[src/rtl/sram_pkg.sv]
// sram_pkg: shared definitions for the pipelined dual-port SRAM.
//   - clear-sequencer state encoding
//   - lane-count helper (WIDTH / LANE_WIDTH)
//   - legal read-latency bounds and their check
package sram_pkg;

    typedef logic [1:0] clr_state_t;

    localparam clr_state_t CLR_IDLE  = 2'd0;
    localparam clr_state_t CLR_CLEAR = 2'd1;
    localparam clr_state_t CLR_DONE  = 2'd2;

    localparam int RD_LATENCY_MIN = 1;
    localparam int RD_LATENCY_MAX = 3;

    function automatic int lane_count(input int width, input int lane_width);
        return width / lane_width;
    endfunction

    function automatic bit rd_latency_ok(input int latency);
        return (latency >= RD_LATENCY_MIN) && (latency <= RD_LATENCY_MAX);
    endfunction

endpackage

[src/rtl/sram_rd_pipe.sv]
// sram_rd_pipe: data + valid delay line for one read port.
//   i_clk    rising-edge clock
//   i_rst_n  synchronous active-low flush (clears valid and data)
//   i_valid  valid strobe entering the line
//   i_data   data entering the line
//   o_valid  valid strobe after STAGES cycles
//   o_data   data after STAGES cycles; holds the last valid word
// STAGES = 0 degenerates to a wire.
module sram_rd_pipe #(
    parameter int WIDTH  = 16,
    parameter int STAGES = 1
) (
    input  logic             i_clk,
    input  logic             i_rst_n,
    input  logic             i_valid,
    input  logic [WIDTH-1:0] i_data,
    output logic             o_valid,
    output logic [WIDTH-1:0] o_data
);

    generate
        if (STAGES == 0) begin : g_bypass
            logic unused_clk_rst;
            assign unused_clk_rst = i_clk ^ i_rst_n;
            assign o_valid = i_valid;
            assign o_data  = i_data;
        end else begin : g_pipe
            logic [STAGES-1:0] valid_q;
            logic [WIDTH-1:0]  data_q [STAGES];

            // Data registers only load alongside a valid strobe, so the
            // final stage naturally holds the last completed read.
            always_ff @(posedge i_clk) begin
                if (!i_rst_n) begin
                    valid_q <= '0;
                    for (int s = 0; s < STAGES; s++) begin
                        data_q[s] <= '0;
                    end
                end else begin
                    valid_q[0] <= i_valid;
                    if (i_valid) begin
                        data_q[0] <= i_data;
                    end
                    for (int s = 1; s < STAGES; s++) begin
                        valid_q[s] <= valid_q[s-1];
                        if (valid_q[s-1]) begin
                            data_q[s] <= data_q[s-1];
                        end
                    end
                end
            end

            assign o_valid = valid_q[STAGES-1];
            assign o_data  = data_q[STAGES-1];
        end
    endgenerate

endmodule

[src/rtl/sram_dp_pipe.sv]
// sram_dp_pipe: dual-port synchronous SRAM with lane write enables,
// configurable read latency, defined collision policy and a hardware
// clear sequencer.
//   i_clk, i_rst_n          clock, synchronous active-low reset
//   i_ce_n                  chip enable (active-low), gates both ports
//   i_clr, o_busy           start clear / clear in progress
//   o_clr_done              one-cycle pulse after the last clear write
//   i_rdwr_n_<p>            port p access type (0 = write, 1 = read)
//   i_we_lane_<p>           port p lane write enables
//   i_addr_<p>, i_data_<p>  port p address / write data
//   o_data_<p>, o_valid_<p> port p read data / read valid
//
// Clear FSM:
//   state     | meaning
//   CLR_IDLE  | normal port operation, waiting for i_clr
//   CLR_CLEAR | writing CLR_VALUE to two words per cycle, ports blocked
//   CLR_DONE  | one-cycle o_clr_done pulse, ports usable again
module sram_dp_pipe
    import sram_pkg::*;
#(
    parameter int               WIDTH      = 16,
    parameter int               ADDR_WIDTH = 4,
    parameter int               LANE_WIDTH = 8,
    parameter int               RD_LATENCY = 1,
    parameter int               READ_FIRST = 1,
    parameter logic [WIDTH-1:0] CLR_VALUE  = '0,
    localparam int              LANES      = lane_count(WIDTH, LANE_WIDTH)
) (
    input  logic                  i_clk,
    input  logic                  i_rst_n,
    input  logic                  i_ce_n,
    input  logic                  i_clr,
    output logic                  o_busy,
    output logic                  o_clr_done,
    input  logic                  i_rdwr_n_0,
    input  logic [LANES-1:0]      i_we_lane_0,
    input  logic [ADDR_WIDTH-1:0] i_addr_0,
    input  logic [WIDTH-1:0]      i_data_0,
    output logic [WIDTH-1:0]      o_data_0,
    output logic                  o_valid_0,
    input  logic                  i_rdwr_n_1,
    input  logic [LANES-1:0]      i_we_lane_1,
    input  logic [ADDR_WIDTH-1:0] i_addr_1,
    input  logic [WIDTH-1:0]      i_data_1,
    output logic [WIDTH-1:0]      o_data_1,
    output logic                  o_valid_1
);

    localparam int                    DEPTH    = 1 << ADDR_WIDTH;
    localparam logic [ADDR_WIDTH-1:0] CNT_LAST = ADDR_WIDTH'(DEPTH - 2);
    localparam logic [ADDR_WIDTH-1:0] CNT_STEP = ADDR_WIDTH'(2);
    localparam logic [ADDR_WIDTH-1:0] CNT_ODD  = ADDR_WIDTH'(1);

    generate
        if (!rd_latency_ok(RD_LATENCY) || (WIDTH % LANE_WIDTH) != 0 || ADDR_WIDTH < 1) begin : g_param_check
            $error("sram_dp_pipe: illegal parameter combination");
        end
    endgenerate

    logic [WIDTH-1:0] mem [DEPTH];

    clr_state_t            state_q;
    clr_state_t            state_d;
    logic [ADDR_WIDTH-1:0] cnt_q;
    logic                  busy;

    // ---------------- clear FSM ----------------
    always_ff @(posedge i_clk) begin
        if (!i_rst_n) begin
            state_q <= CLR_IDLE;
        end else begin
            state_q <= state_d;
        end
    end

    always_comb begin
        state_d = state_q;
        case (state_q)
            CLR_IDLE:  if (i_clr) state_d = CLR_CLEAR;
            CLR_CLEAR: if (cnt_q == CNT_LAST) state_d = CLR_DONE;
            CLR_DONE:  state_d = CLR_IDLE;
            default:   state_d = CLR_IDLE;
        endcase
    end

    always_comb begin
        busy       = (state_q == CLR_CLEAR);
        o_clr_done = (state_q == CLR_DONE);
    end

    assign o_busy = busy;

    // Counter stops at the last pair instead of wrapping.
    always_ff @(posedge i_clk) begin
        if (!i_rst_n) begin
            cnt_q <= '0;
        end else if (state_q == CLR_IDLE && i_clr) begin
            cnt_q <= '0;
        end else if (busy && cnt_q != CNT_LAST) begin
            cnt_q <= cnt_q + CNT_STEP;
        end
    end

    // ---------------- port qualification ----------------
    logic access;
    logic rd_0, wr_0, rd_1, wr_1;
    logic clr_wr;

    assign access = i_rst_n && !i_ce_n && !busy;
    assign rd_0   = access &&  i_rdwr_n_0;
    assign wr_0   = access && !i_rdwr_n_0;
    assign rd_1   = access &&  i_rdwr_n_1;
    assign wr_1   = access && !i_rdwr_n_1;
    assign clr_wr = i_rst_n && busy;

    // ---------------- memory array ----------------
    // Port 1 lanes are assigned first so port 0 overrides shared lanes on a
    // same-address write collision.
    always_ff @(posedge i_clk) begin
        if (clr_wr) begin
            mem[cnt_q]           <= CLR_VALUE;
            mem[cnt_q | CNT_ODD] <= CLR_VALUE;
        end else begin
            for (int k = 0; k < LANES; k++) begin
                if (wr_1 && i_we_lane_1[k]) begin
                    mem[i_addr_1][k*LANE_WIDTH +: LANE_WIDTH] <= i_data_1[k*LANE_WIDTH +: LANE_WIDTH];
                end
                if (wr_0 && i_we_lane_0[k]) begin
                    mem[i_addr_0][k*LANE_WIDTH +: LANE_WIDTH] <= i_data_0[k*LANE_WIDTH +: LANE_WIDTH];
                end
            end
        end
    end

    // Overlay the other port's same-edge write onto a stored word.
    function automatic logic [WIDTH-1:0] merge_write(
        input logic [WIDTH-1:0]      base,
        input logic                  wr,
        input logic [LANES-1:0]      we,
        input logic [ADDR_WIDTH-1:0] wa,
        input logic [WIDTH-1:0]      wd,
        input logic [ADDR_WIDTH-1:0] ra
    );
        logic [WIDTH-1:0] w;
        w = base;
        if (wr && wa == ra) begin
            for (int k = 0; k < LANES; k++) begin
                if (we[k]) begin
                    w[k*LANE_WIDTH +: LANE_WIDTH] = wd[k*LANE_WIDTH +: LANE_WIDTH];
                end
            end
        end
        return w;
    endfunction

    logic [WIDTH-1:0] rd_word_0;
    logic [WIDTH-1:0] rd_word_1;

    always_comb begin
        rd_word_0 = mem[i_addr_0];
        rd_word_1 = mem[i_addr_1];
        if (READ_FIRST == 0) begin
            rd_word_0 = merge_write(mem[i_addr_0], wr_1, i_we_lane_1, i_addr_1, i_data_1, i_addr_0);
            rd_word_1 = merge_write(mem[i_addr_1], wr_0, i_we_lane_0, i_addr_0, i_data_0, i_addr_1);
        end
    end

    // ---------------- read stage + delay lines ----------------
    logic             rd_valid_q0, rd_valid_q1;
    logic [WIDTH-1:0] rd_data_q0,  rd_data_q1;

    always_ff @(posedge i_clk) begin
        if (!i_rst_n) begin
            rd_valid_q0 <= 1'b0;
            rd_valid_q1 <= 1'b0;
            rd_data_q0  <= '0;
            rd_data_q1  <= '0;
        end else begin
            rd_valid_q0 <= rd_0;
            rd_valid_q1 <= rd_1;
            if (rd_0) rd_data_q0 <= rd_word_0;
            if (rd_1) rd_data_q1 <= rd_word_1;
        end
    end

    sram_rd_pipe #(
        .WIDTH  (WIDTH),
        .STAGES (RD_LATENCY - 1)
    ) u_rd_pipe_0 (
        .i_clk   (i_clk),
        .i_rst_n (i_rst_n),
        .i_valid (rd_valid_q0),
        .i_data  (rd_data_q0),
        .o_valid (o_valid_0),
        .o_data  (o_data_0)
    );

    sram_rd_pipe #(
        .WIDTH  (WIDTH),
        .STAGES (RD_LATENCY - 1)
    ) u_rd_pipe_1 (
        .i_clk   (i_clk),
        .i_rst_n (i_rst_n),
        .i_valid (rd_valid_q1),
        .i_data  (rd_data_q1),
        .o_valid (o_valid_1),
        .o_data  (o_data_1)
    );

endmodule

[config.mk]
export PLATFORM = sky130hd
export DESIGN_NAME = sram_dp_pipe
export DESIGN_NICKNAME = d
export VERILOG_FILES = /design/src/rtl/sram_pkg.sv /design/src/rtl/sram_rd_pipe.sv /design/src/rtl/sram_dp_pipe.sv
export SDC_FILE = /design/constraint.sdc
export NUM_CORES = 1
export LEC_CHECK = 0
export ABC_CLOCK_PERIOD_IN_PS = 2550
export CAP_MARGIN = 20
export CORE_ASPECT_RATIO = 0.8
export CORE_UTILIZATION = 55
export CTS_CLUSTER_DIAMETER = 80
export DETAILED_ROUTE_END_ITERATION = 7
export MAX_ROUTING_LAYER = met4
export PLACE_DENSITY = 0.79
export SLEW_MARGIN = 20
export SYNTH_ARGS = -nofsm -noshare
export SYNTH_HDL_FRONTEND = slang
export SYNTH_SLANG_ARGS = --single-unit
[constraint.sdc]
create_clock -name i_clk -period 2.55 [get_ports i_clk]
set_input_delay 0.3825 -clock i_clk [delete_from_list [all_inputs] [get_ports i_clk]]
set_output_delay 0.3825 -clock i_clk [all_outputs]
set_load 0.01 [all_outputs]
Yosys cells after proc, flatten, opt, wreduce, memory -nomap -nowiden
Memories as Yosys holds them, arrays and structs flattened. A register that Yosys moved wholly into a read port is not among the register bits.
Index checks and enable logic that the tools add are counted.
{"block": "totals", "ff_bits": 8, "mem_bits_rw": 256, "out_inout_bits": 36, "n_memories": 1}
{"name": "mem", "depth": 16, "width": 16, "rd": 2, "rd_clocked_by_memory_dff": 2, "wr": 2, "line": "sram_dp_pipe.sv:60", "text": "logic [WIDTH-1:0] mem [DEPTH];"}
{"block": "op_classes", "n_addsub": 1, "eq_ne": 6, "mux": 23, "n_bitwise": 1, "n_reduce_logical": 24}
{"cell": "2-to-1 mux 16 bit", "n": 2}
{"cell": "OR reduction 16 bit", "n": 2}
{"cell": "2-to-1 mux 1 bit", "n": 14}
{"cell": "logical AND 1 bit", "n": 13}
{"cell": "2-to-1 mux 2 bit", "n": 4}
{"cell": "2-to-1 mux 4 bit", "n": 2}
{"cell": "zero test 1 bit", "n": 6}
{"cell": "adder 4 x 2 -> 4 bit, second input constant", "n": 1}
{"cell": "== test 4 bit, second input constant", "n": 1}
{"cell": "!= test 4 bit, second input constant", "n": 1}
{"cell": "case mux 2 bit (2 select lines)", "n": 1}
{"cell": "== test 2 x 1 -> 1 bit, second input constant", "n": 1}
{"cell": "== test 2 bit, second input constant", "n": 1}
{"cell": "zero test 2 bit", "n": 1}
{"cell": "!= test 2 x 1 -> 1 bit, second input constant", "n": 1}
{"cell": "!= test 2 bit, second input constant", "n": 1}
{"cell": "AND reduction 2 bit", "n": 1}
{"cell": "OR reduction 2 bit", "n": 1}
{"cell": "inverter 1 bit", "n": 1}

Longest topological paths before layout
Gate-level depths: netlist of run 1.
{"block": "logic_depth", "word_depth": 10, "depth_mapped": 9, "mapped_depth_nobuf": 6}

Modules after synthesis
A second synthesis of run 1 with hierarchy kept.
{"block": "unflattened", "cells_unflattened": 1340, "hier_area_um2": 18087.3}
{"mod": "sram_dp_pipe", "instances": 1, "cells_per_inst": 1306, "area_each_um2": 17832.1}
{"mod": "sram_rd_pipe", "instances": 2, "cells_per_inst": 17, "area_each_um2": 127.6}

Worst setup path after synthesis of run 1
No wires, ideal clock.
{"block": "synth_timing", "kind": "input-to-reg", "from": "in i_addr_1[1]", "to": "mem mem[10][10] (enable)", "arrival_ns": 2.170, "required_time_ns": 2.166, "path_slack_ns": -0.004, "path_stages": 6, "n_path_buf": 3, "cell_sequence": "clkbuf_1 buf_1 clkbuf_1 nor2b_1 a21oi_1 o21ai_0"}
{"element": "start: declaration", "line": "sram_dp_pipe.sv:43", "text": "input logic [ADDR_WIDTH-1:0] i_addr_1,"}
{"element": "end: declaration", "line": "sram_dp_pipe.sv:60"}

==> metrics, run 1 <==
dpl cell area=0.0186 mm^2; Clock Skew=roughly 0.017 ns; most frequent cells in the layout=256 x edfxtp_1, 226 x nand2_1, 176 x o21ai_0; switching fraction of total power=24.1%; synthesized area=~0.016 mm^2; GP Congestion=slightly below 1; status=finished clean; setup slack, reg-to-reg=about 0.11 ns; CTS max path bufs=3; hold path endpoint=state_q[0]; reg-to-reg startpoint=state_q[1]; Final Cell Area=0.0197 mm^2; Post-route DRC=0; min cycle time layout=about 2.4 ns; Internal Pwr Total=around 8.5 mW; largest net degree at the start of global routing=49; Setup CP Type=flip-flop to flip-flop; Pwr per Cell Area=about 570 mW/mm^2; sequential fraction of the synthesis area=between 50% and 60%; worst-margin pin slew=about 1.1 ns; Initial DRC Count=around 2400; Worst R2R Path Depth=6; Worst-path clk slew=approximately 0.070 ns; Post-DRT Antenna Nets=0; clk root buf=clkbuf_16; Area Growth Syn to Fin=19.7%; die height=~160 um; row count=56; yosys warns=0; drt pass-1 iters=6; Final Max Tran Viols=0; TritonCTS clock tree=built; grt ovf=0; leakage power=6.59 nW; Rel. slew slack=between 20% and 30%; final wirelength=55.2 mm; GRT Util Overall=approximately 37%; first-pass GRT wire length=~82 mm; post-CTS setup buffer count=0; Hold Fails Final Rpt=0; Worst Hold Class=input pin to flip-flop; Worst Path Required=between 2 and 3 ns; Hold WS=0.404 ns; maxcap violations=0; chip width=roughly 200 um; number of synthesized flops with an enable pin=around 260; detailed-route via count=~14000; worst-path fanout max=8; vias in the first global route=roughly 13000; post-synthesis cell count=about 1300; post-synthesis register bit count=slightly below 300; CTS buffer count=30; num ports=86; Worst Hold Path Cells=3; DP Wirelength=between 30 and 40 mm; VDD IR-drop max=slightly below 0.0004 V; Synth cell types=57; top achievable clock speed=0.410 GHz; endpoints failing setup=0; Starting Density=between 50% and 60%; worst-skew pair later-pin latency=0.58 ns; via/cell ratio=7.32; initial antenna violation count=1; post-synthesis average cell area=between 10 and 15 um^2; routed len/inst=a little under 30 um; # H-tree levels=1; Port Buffer Count=85; CP endpoint kind=flip-flop; FF-to-FF End=mem[9][9]; Core Area=just under 0.03 mm^2; net count of the mapped netlist=roughly 1400; crit start category=flip-flop; die area=0.0306 mm^2; ys flop type=edfxtp_1; fin crit share=between 90% and 100%; Async SR Flop Fraction=0%; layout cells sized above 1=between 20 and 25%; switching pwr=around 2.7 mW; clock network power share=about two fifths; Gate power share=between 10% and 20%; most common cell after layout, fill and taps aside=edfxtp_1; Flop pwr share=between 40 and 50%; TNS Setup=0 ns; Sink Count=around 300; final-stage net count=approximately 1500; RSZ-0062 raised after global routing=no; HP Start=i_clr; Worst Path Arrival=2.70 ns
[cell families after synthesis]
logic type	after synthesis	share of synthesized area, %
adder cells (fa/ha/maj)	2	0.152
AO/OA/AOI/OAI	359	13.7
flip-flops	295	51.5
XOR/XNOR	1	0.0533
buffers and inverters	107	2.78
multiplexers	202	22.1
AND/OR/NAND/NOR	346	9.75
[timing repair]
item                       in CTS  in global routing
hold buffers                    0                  0
setup endpoints to repair       0                  3
resized for setup               0                  1
hold endpoints to repair        0                  0
[critical path, cell delays in order (launching register included)]
cell      delay, ns
dfxtp_1        0.38
nand2b_1       0.19
inv_4          0.09
nor3_4         0.37
a31oi_2        0.22
nor2_1         0.65
o22ai_1        0.24
[how the worst max path moves through the flow]
| stage | startpoint | cells past startpoint | end |
|---|---|---|---|
| finish | state_q[1] | 6 | mem[9][9] |
| global route | state_q[1] | 8 | mem[6][9] |
| detailed placement | i_rst_n | 7 | mem[9][9] |
| floorplan | i_addr_1[1] | 6 | mem[10][0] |
| global placement | i_rst_n | 8 | mem[5][7] |
| CTS | state_q[1] | 7 | mem[15][10] |
[sequential cells by signal (all words and copies together) (netlist names)]
signal       flops
cnt_q            3
mem            256
rd_data_q0      16
rd_data_q1      16
rd_valid_q0      1
rd_valid_q1      1
state_q          2
[per-layer routing]
layer	track usage, %	part of all wire (%)
met4	10.9	3.2
met1	52.3	36
met3	11.8	18
met5	-	0
met2	52.6	42
[power by group through the flow]
stage	Clock (mW)	Combinational [mW]	Sequential, mW
finish	4.71	1.22	5.31
global route	4.85	1.27	5.31
CTS	4.68	1.18	5.31
detailed placement	0	1.17	5.41
global placement	0	1.15	5.41
floorplan	0	0.645	5.41
[stage by stage]
step | setup slack, ns | util (%) | instances | total power [mW]
after floorplan | 0.00128 | - | 1312 | 6.06
after global placement | -0.239 | 63.4 | 1821 | 6.56
after detailed placement | -0.313 | 63.5 | 1821 | 6.59
after CTS | 0.213 | 67.0 | 1876 | 11.2
after global routing | 0.0200 | 67.0 | 1877 | 11.4
final | 0.111 | 67.0 | 1877 | 11.2
[Yosys cell counts, drive strengths merged, types with 2 or more instances]
cell / count / area [um^2]
nor2b: 9 / 56.3
o221ai: 32 / 280
o22ai: 71 / 444
mux2i: 72 / 721
mux4: 128 / 2880
nor3: 2 / 26.3
inv: 2 / 10.0
and3: 6 / 37.5
edfxtp: 256 / 7690
clkbuf: 64 / 241
o21ai: 179 / 900
a31oi: 4 / 25.0
a41oi: 2 / 17.5
nand4b: 4 / 35.0
o21bai: 3 / 22.5
nor2: 25 / 131
a22o: 16 / 140
nand3b: 2 / 15.0
dfxtp: 39 / 781
a21oi: 11 / 77.6
a41o: 2 / 20.0
ha: 2 / 25.0
nand2: 226 / 848
mux2: 2 / 22.5
nand4: 6 / 37.5
nor4b: 3 / 62.6
nand3: 44 / 220
a21boi: 18 / 135
nand2b: 10 / 62.6
buf: 41 / 205
o2bb2ai: 16 / 140
[final cells by class]
cell class	count	area, um^2
inverters	2	10.0
diodes	1	2.50
well taps	377	472
fillers	2023	9690
multi-input cells	910	7540
clock buffers	36	795
flip-flops and latches	295	8470
repair buffers	237	2140
clock inverters	19	236
Note: power is estimated with default switching activity, not from simulation.
==> run 2, diff against run 1 <==
Settings changed: CTS_CLUSTER_DIAMETER 80 to unset.
==> results of run 2 <==
Same layout as run 1: the final DEF is identical, and so are final timing and power.
